### config.mk
export PLATFORM = sky130hd
export DESIGN_NAME = sync_counter_n
export DESIGN_NICKNAME = d
export VERILOG_FILES = /design/src/rtl/sync_counter_pkg.sv /design/src/rtl/cnt_next_val.sv /design/src/rtl/sync_counter_n.sv
export SDC_FILE = /design/constraint.sdc
export NUM_CORES = 1
export LEC_CHECK = 0
export BUFFER_PORTS_ARGS = -buffer_cell sky130_fd_sc_hd__buf_2
export CELL_PAD_IN_SITES_DETAIL_PLACEMENT = 0
export CELL_PAD_IN_SITES_GLOBAL_PLACEMENT = 1
export CORE_AREA = 2 2 39 41
export CTS_CLUSTER_SIZE = 8
export DETAILED_ROUTE_END_ITERATION = 10
export DIE_AREA = 0 0 41 43
export GPL_TIMING_DRIVEN = 1
export PLACE_DENSITY_LB_ADDON = 0.1
export SYNTH_ARGS = -nofsm -noshare
export SYNTH_HDL_FRONTEND = slang
export SYNTH_SLANG_ARGS = --single-unit
export TNS_END_PERCENT = 30
### constraint.sdc
create_clock -name clk -period 5.6 [get_ports clk]
set_input_delay 1.68 -clock clk [delete_from_list [all_inputs] [get_ports clk]]
set_output_delay 1.68 -clock clk [all_outputs]
set_load 0.02 [all_outputs]
### src/rtl/sync_counter_pkg.sv
// Shared definitions for the modulo-N up/down counter family.
package sync_counter_pkg;

    // Default counter width used when the parent does not override WIDTH.
    localparam int unsigned DEFAULT_WIDTH = 4;

    // RUN counts normally; DONE parks the counter after a one-shot terminal event.
    typedef enum logic {
        CNT_RUN  = 1'b0,
        CNT_DONE = 1'b1
    } cnt_state_t;

endpackage

### src/rtl/cnt_next_val.sv
// Combinational next-count computation for a modulo-MODULUS up/down counter.
// Reports the wrapped next value and whether the current value is terminal
// for the selected direction.
module cnt_next_val
    import sync_counter_pkg::*;
#(
    parameter int unsigned     WIDTH   = DEFAULT_WIDTH,
    parameter longint unsigned MODULUS = 64'd1 << WIDTH
) (
    input  logic [WIDTH-1:0] count,
    input  logic             up,
    output logic [WIDTH-1:0] next_count,
    output logic             at_terminal
);

    // Largest legal count value; MODULUS may be 2**32, so it is held in 64 bits.
    localparam logic [WIDTH-1:0] MAX_VAL = WIDTH'(MODULUS - 64'd1);

    // Terminal detection and wrap: MAX_VAL -> 0 going up, 0 -> MAX_VAL going down.
    always_comb begin
        next_count  = count;
        at_terminal = 1'b0;
        if (up) begin
            at_terminal = (count == MAX_VAL);
            next_count  = at_terminal ? '0 : count + WIDTH'(1);
        end else begin
            at_terminal = (count == '0);
            next_count  = at_terminal ? MAX_VAL : count - WIDTH'(1);
        end
    end

endmodule

### src/rtl/sync_counter_n.sv
// Modulo-MODULUS synchronous up/down counter with clear, preset, parallel
// load, one-shot stop at terminal count and a combinational cascade output.
module sync_counter_n
    import sync_counter_pkg::*;
#(
    parameter int unsigned     WIDTH   = DEFAULT_WIDTH,
    parameter longint unsigned MODULUS = 64'd1 << WIDTH
) (
    input  logic             clk,
    input  logic             clr,
    input  logic             prs,
    input  logic             cten,
    input  logic             up,
    input  logic             ld,
    input  logic [WIDTH-1:0] d,
    input  logic             oneshot,
    output logic [WIDTH-1:0] out,
    output logic             tc,
    output logic             done
);

    localparam logic [WIDTH-1:0] MAX_VAL = WIDTH'(MODULUS - 64'd1);

    cnt_state_t       state;
    cnt_state_t       state_nxt;
    logic [WIDTH-1:0] out_nxt;
    logic [WIDTH-1:0] count_next;
    logic [WIDTH-1:0] load_val;
    logic             at_terminal;
    logic             count_en;
    logic             done_nxt;

    cnt_next_val #(
        .WIDTH   (WIDTH),
        .MODULUS (MODULUS)
    ) u_next (
        .count       (out),
        .up          (up),
        .next_count  (count_next),
        .at_terminal (at_terminal)
    );

    // Out-of-range load values saturate to the top of the count range so
    // the register can never hold a value >= MODULUS.
    assign load_val = (64'(d) < MODULUS) ? d : MAX_VAL;

    // Priority clr > prs > ld > count > hold; also the zero-latency tc gating.
    always_comb begin
        out_nxt   = out;
        state_nxt = state;
        count_en  = cten && (state == CNT_RUN) && !clr && !prs && !ld;
        tc        = count_en && at_terminal;
        if (clr) begin
            out_nxt   = '0;
            state_nxt = CNT_RUN;
        end else if (prs) begin
            out_nxt   = MAX_VAL;
            state_nxt = CNT_RUN;
        end else if (ld) begin
            out_nxt   = load_val;
            state_nxt = CNT_RUN;
        end else if (count_en) begin
            if (at_terminal && oneshot) begin
                state_nxt = CNT_DONE;
            end else begin
                out_nxt = count_next;
            end
        end
        done_nxt = (state_nxt == CNT_DONE);
    end

    // Count, state and done registers with synchronous clear.
    always_ff @(posedge clk) begin
        if (clr) begin
            out   <= '0;
            state <= CNT_RUN;
            done  <= 1'b0;
        end else begin
            out   <= out_nxt;
            state <= state_nxt;
            done  <= done_nxt;
        end
    end

endmodule

# Word-level counts from Yosys, hierarchy flattened
# Cells that the tools add are included.
classes:
  eq_ne: 2
  n_mux: 8
  addsub: 2
  reduce_logical: 14
  n_bitwise: 1
ops:
  columns: ["cell", "n"]
  rows:
  - ["$mux W4", 7]
  - ["$logic_and A1 B1 Y1", 6]
  - ["$add A4 B1 Y4 const B", 1]
  - ["$eq A4 B4 Y1 const B", 1]
  - ["$logic_not A4 Y1", 1]
  - ["$reduce_and A2 Y1", 2]
  - ["$sub A4 B1 Y4 const B", 1]
  - ["$logic_not A1 Y1", 3]
  - ["$ne A3 B3 Y1 const B", 1]
  - ["$reduce_bool A3 Y1", 1]
  - ["$reduce_or A3 Y1", 1]
  - ["$mux W1", 1]
  - ["$not A1 Y1", 1]
totals:
  out_inout_bits: 6
  register_bits: 5
  wordCells: 29

# Longest topological paths before layout
# Gate-level depths: netlist of the first run.
logic_depth:
  depth_word: 8
  depth_mapped: 6

# Modules after synthesis
# From an unflattened synthesis of the first run, not the netlist that was laid out.
hier_totals:
  hier_cells: 53
  hier_area_um2: 415.4
modules_own_cells:
  columns: ["module", "instances", "cells_each", "area_each_um2", "seq_area_each_um2"]
  rows:
  - ["sync_counter_n", 1, 30, 262.8, 100.1]
  - ["cnt_next_val", 1, 23, 152.6, 0.0]

# Least setup slack after synthesis of the first run
# No wires, ideal clock.
synth_path:
  kind: "input to output"
  from: "input port up"
  to: "output port tc"
  required_ns: 3.920
  path_stages: 4
  arrival_ns: 2.671
  path_buffers: 1
  path_slack_ns: 1.249
  path_cell_list: "buf_2 or4b_4 nand2_1 and3b_1"
synth_between:
  elab_chain_cells: 2
synth_rtl:
  columns: ["item", "line_no", "source"]
  rows:
  - ["start: declaration", "sync_counter_n.sv:13", "input logic up,"]
  - ["$mux W1", "cnt_next_val.sv:23", "if (up) begin"]
  - ["$logic_and A1 B1 Y1", "sync_counter_n.sv:52", "tc = count_en && at_terminal;"]
  - ["end: declaration", "sync_counter_n.sv:18", "output logic tc,"]
# No other way between the ends.

# Worst setup path after layout of the first run
layout_path:
  from: "input port clr"
  to: "output port tc"
layout_between:
  elab_chain_cells: 5
layout_rtl:
  columns: ["item", "line_no", "source"]
  rows:
  - ["start: declaration", "sync_counter_n.sv:10", "input logic clr,"]
  - ["$logic_not A1 Y1", "sync_counter_n.sv:51", "count_en = cten && (state == CNT_RUN) && !clr && !prs && !ld;"]
  - ["$logic_and A1 B1 Y1 (3 in a row)", "sync_counter_n.sv:51", null]
  - ["$logic_and A1 B1 Y1", "sync_counter_n.sv:52", null]
# No other way between the ends.

==> results.ini, run 1 <==
[logic_synthesis]
synthTopCellsByArea=dfxtp_1 (22%), a311oi_1 (7.8%), a211oi_1 (6.7%), ha_1 (5.6%), a21oi_1 (4.4%)
async_reset_ff_share_pct=0
syn_inst=53
ys_ff_latch=5
yosys.area.top_type_share_pct=22.2
syn_area_um2=450
synth_ff_type=dfxtp_1
synth_common_cells=dfxtp_1 (5), a211oi_1 (4), a21oi_1 (4), a311oi_1 (4), inv_1 (4)
syn_area_per_cell_um2=8.50
synth_edf_count=0
ys_warn_count=0
yosysTopAreaCell=dfxtp_1
synth_most_common_cell=dfxtp_1
ys_seq_area_share_pct=22.2
synth_cell_types=32
syn_nets=66

[finish]
antenna_cells=0
fill_cells=151
fin_util_pct=40.0
area_growth_pct=22.8
fin_nets=83
drive_gt1_share_pct=34.8

[critical_path]
critPathMostFrequentCell=buf_2
cp_cell_sequence=buf_2 > nor3b_1 > and3b_1 > buf_2
endpoint_kind=primary output
timing.rr.end=out[1]
max_stage_delay_ns=0.53
worst_path_max_delay_cell=nor3b_1
setup.worst_path.start_class=input port
r2r_slack_ns=3.57
crit_required_ns=3.92
crit_type=in -> out
critPathArrivalTime_ns=2.76
rr_startpoint=out[0]
crit_fanout=6
rr_worst_depth=6

[routing]
vias=469
wl_um=1090
viasPerCell=5.52
drt_iter0_markers=15
drtAntennaViolNets=0
post_drt_wl_per_cell_um=12.8
first_pass_iters=4
drc=0

[global_route]
grt_util_all_layers_pct=14.3
antenna_found_initial=0
grt_pass1_wl_um=1730
grt-ovfl-total=0
grt_max_degree=11
grt_pass1_vias=386

[die]
floorplan.initialDensity_pct=32.5
die_y_um=43
io_pins=17
rows=14
core_area_mm2=0.00138
die-area_mm2=0.00176
die_w_um=41

[placement]
portBuffers=16
hpwlAfterDp_um=812
place_congestion=0.757

[sta]
clock.fmax_mhz=225
slew_violations=0
worst_pin_slew_ns=0.633
skew_ns=0.00153
setup_viol=0
fin_tns_setup_ns=0
rsz0062_at_grt=no
report.final.hold_viol_count=0
slew_headroom_pct=57.7
period_share_pct=79.2
min_period_ns=4.44

[cts]
cts_hold_buf=0
insertion_delay_ns=0.24
htree_levels=1
cts_buffers=3
cts_sinks=5
ctsResizeCount=0
postCtsSetupBuffers=0
cts_tree=done
cts_buffer_depth=2
cts-root-buf=clkbuf_4
path_clk_slew_ns=0.04

[min_path]
holdPathEnd=state
min_path_type=reg -> reg
whs_path_depth=2
hold_start=state

[power]
leakage_nw=0.248
power_density_mw_per_mm2=225
vdd_drop_max_uv=186

[status]
status=finished, final reports clean

[job]
cap_violations=0

sequential cells by signal, summed over array words and instances (netlist names):
| signal | flops |
|---|---|
| state | 1 |
| out | 4 |
area by class of cell:
class	count	area (um^2)	area share, %
clock buffers	4	26.3	4.75
inverters	4	15.0	2.71
multi-input cells	40	312	56.3
flip-flops and latches	5	100	18.1
well taps	16	20.0	3.62
repair buffers	16	80.1	14.5
worst max-delay path, delay by kind of cell:
| family | cells | cell delay [ns] |
|---|---|---|
| and+or+nand+nor | 2 | 0.78 |
| buffers and inverters | 2 | 0.29 |
worst max path at each step:
stage               startpoint  endpoint  depth (start not counted)
finish                     clr        tc                          4
detailed placement          up        tc                          5
global placement            up        tc                          5
floorplan                   up        tc                          4
global route               clr        tc                          4
CTS                         up        tc                          5
where the power goes:
group          internal, W  switching, W
Sequential       0.0000386    0.00000696
Clock            0.0000270     0.0000155
Combinational    0.0000176     0.0000189
Total            0.0000832     0.0000414
layer usage:
| layer | global-route usage [%] | wire (um) | vias to the layer above | share of wire (%) |
|---|---|---|---|---|
| li1 | - | - | 242 | - |
| met1 | 21.3 | 558 | 209 | 51 |
| met2 | 18.1 | 440 | 18 | 40 |
| met3 | 7.85 | 93 | 0 | 8.5 |
| met4 | 2.00 | 0 | 0 | 0 |
| met5 | 0 | 0 | - | 0 |
per-stage QoR:
stage | total power [W] | instances | setup WS [ns] | hold slack [ns] | cell area [um^2]
floorplan | 0.0000725 | 53 | 1.25 | 0.610 | 450
global placement | 0.0000830 | 81 | 1.19 | 0.549 | 527
detailed placement | 0.0000826 | 81 | 1.18 | 0.556 | 527
CTS | 0.000126 | 85 | 1.18 | 0.569 | 553
global route | 0.000135 | 85 | 1.07 | 0.641 | 553
finish | 0.000125 | 85 | 1.16 | 0.562 | 553
cell families (layout without fill, tap and decap cells):
kind of cell / count (synthesis) / after routing / share of synthesized area [%]
xor+xnor: 2 / 2 / 3.89
flops: 5 / 5 / 22.2
buf+inv: 8 / 24 / 8.61
mux: 2 / 2 / 4.44
simple gates: 13 / 13 / 19.7
compound gates: 21 / 21 / 35.6
fa+ha+maj: 2 / 2 / 5.55
cells in the final DEF, fill, tap and decap left out, types with 2 or more instances in the layout:
cell type,netlist,final
buf_2,1,16
inv_1,4,4
dfxtp_1,5,5
a211oi_1,4,4
a311oi_1,4,4
clkbuf_4,0,3
a21oi_1,4,4
nor2_1,2,2
a31oi_1,2,2
mux2i_1,2,2
ha_1,2,2
Power figures use the tool's default switching activity.
==> run 2, diff against run 1 <==
Settings changed: CORE_AREA 2 2 39 41 to not set, CORE_UTILIZATION set to 29, DIE_AREA 0 0 41 43 to not set.
Clock period 5.6 ns to 3.9 ns, I/O delays scaled along.
==> results.ini, run 2 (same netlist as run 1, synthesis figures left out) <==
[cts]
postCtsSetupBuffers=0
cts_buffers=3
cts_tree=done
path_clk_slew_ns=0.04
htree_levels=1
insertion_delay_ns=0.24
cts-root-buf=clkbuf_4
cts_buffer_depth=2
ctsResizeCount=0
cts_sinks=5
cts_hold_buf=0

[placement]
place_congestion=0.808
dp_slack_ns=0.506
dp.cells=81
hpwlAfterDp_um=866
portBuffers=16

[die]
die_y_um=41.4
rows=13
die-area_mm2=0.00171
core_area_mm2=0.00137
floorplan.initialDensity_pct=33.0
io_pins=17
die_w_um=41.4

[critical_path]
setup.worst_path.start_class=input port
worst_path_max_delay_cell=or4b_4
endpoint_kind=primary output
max_stage_delay_ns=0.50
cp_cell_sequence=buf_2 > or4b_4 > nand2_1 > and3b_1 > buf_2
crit_buf_inv=2
crit_required_ns=2.73
critPathMostFrequentCell=buf_2
crit_fanout=8
cp_top_family=simple AND/OR/NAND/NOR gates
rr_startpoint=out[0]
startpoint=up
crit_type=in -> out
critPathArrivalTime_ns=2.22

[power]
vdd_drop_max_uv=140
power_density_mw_per_mm2=322
finalPower_w=0.000180
leakage_nw=0.256

[finish]
antenna_cells=0
drive_gt1_share_pct=37.1
fill_cells=154
largestRegisters=out x4, state x1
regMostFlops=out
largest_reg_flops=4
instances_no_fill=85
area_growth_pct=24.4
fin_nets=84
layout_common_cells=buf_2 (16), dfxtp_1 (5)
layout_commonest_cell=buf_2

[routing]
vias=461
wl_met1_um=613
highest_layer=met3
first_pass_iters=3
viasPerCell=5.42
drt_iter0_markers=7
post_drt_wl_per_cell_um=13.5
route.met3.wl_um=40
drc=0
wl_um=1140
drtAntennaViolNets=0
wl_met2_um=489

[sta]
clock.fmax_mhz=295
slew_violations=0
slew_headroom_pct=76.1
setup_ws_ns=0.507
setup_viol=0
rsz0062_at_grt=no
min_period_ns=3.39
fin_tns_setup_ns=0
report.final.hold_viol_count=0
holdWs_ns=0.560
skew_ns=0.00421
worst_pin_slew_ns=0.358
period_share_pct=87.0

[min_path]
min_path_type=reg -> reg
hold_start=state

[global_route]
grt-ovfl-total=0
grt_util_all_layers_pct=14.5
antenna_found_initial=0
grt_max_degree=11
grt_pass1_vias=434
grt_pass1_wl_um=1970

[status]
status=finished, final reports clean

[job]
cap_violations=0

-- run 2: area by class of cell --
cell class                      count  area (um^2)  share of cell area (%)
Clock buffer                        3         22.5                    4.02
Timing Repair Buffer               17         87.6                    15.6
Multi-Input combinational cell     40          312                    55.6
Inverter                            4         15.0                    2.68
Tap cell                           15         18.8                    3.35
Clock inverter                      1         5.00                   0.893
Sequential cell                     5          100                    17.9
-- run 2: worst paths after layout --
path / endpoint / slack [ns] / cells after the start
worst min register to register: state / 0.56 / 2
worst max register to register: out[0] / 1.81 / 6
worst min-delay path: state / 0.56 / 2
worst max-delay path: tc / 0.51 / 5
-- run 2: metal layers --
layer | GRT usage [%] | vias up
met3 | 5.22 | 0
met2 | 21.3 | 14
li1 | - | 241
met4 | 1.94 | 0
met1 | 20.6 | 206
met5 | 0 | -
-- run 2: through the flow --
stage / utilization (%) / area, um^2
after floorplan: - / 450
after global placement: 39.0 / 533
after detailed placement: 39.0 / 533
after CTS: 41.0 / 561
after global routing: 41.0 / 561
final: 41.0 / 561
-- run 2: tightest hold or removal path, stage by stage (launching register included) --
cell and delay [ns]:
dfxtp_1 0.31, a31oi_1 0.14, nor3_1 0.05
-- run 2: where the power goes --
group          switching, W  internal, W  leakage [nW]
clock             0.0000237    0.0000372        0.0177
sequential       0.00000975    0.0000554        0.0416
combinational     0.0000284    0.0000259         0.196
total             0.0000618     0.000119         0.256
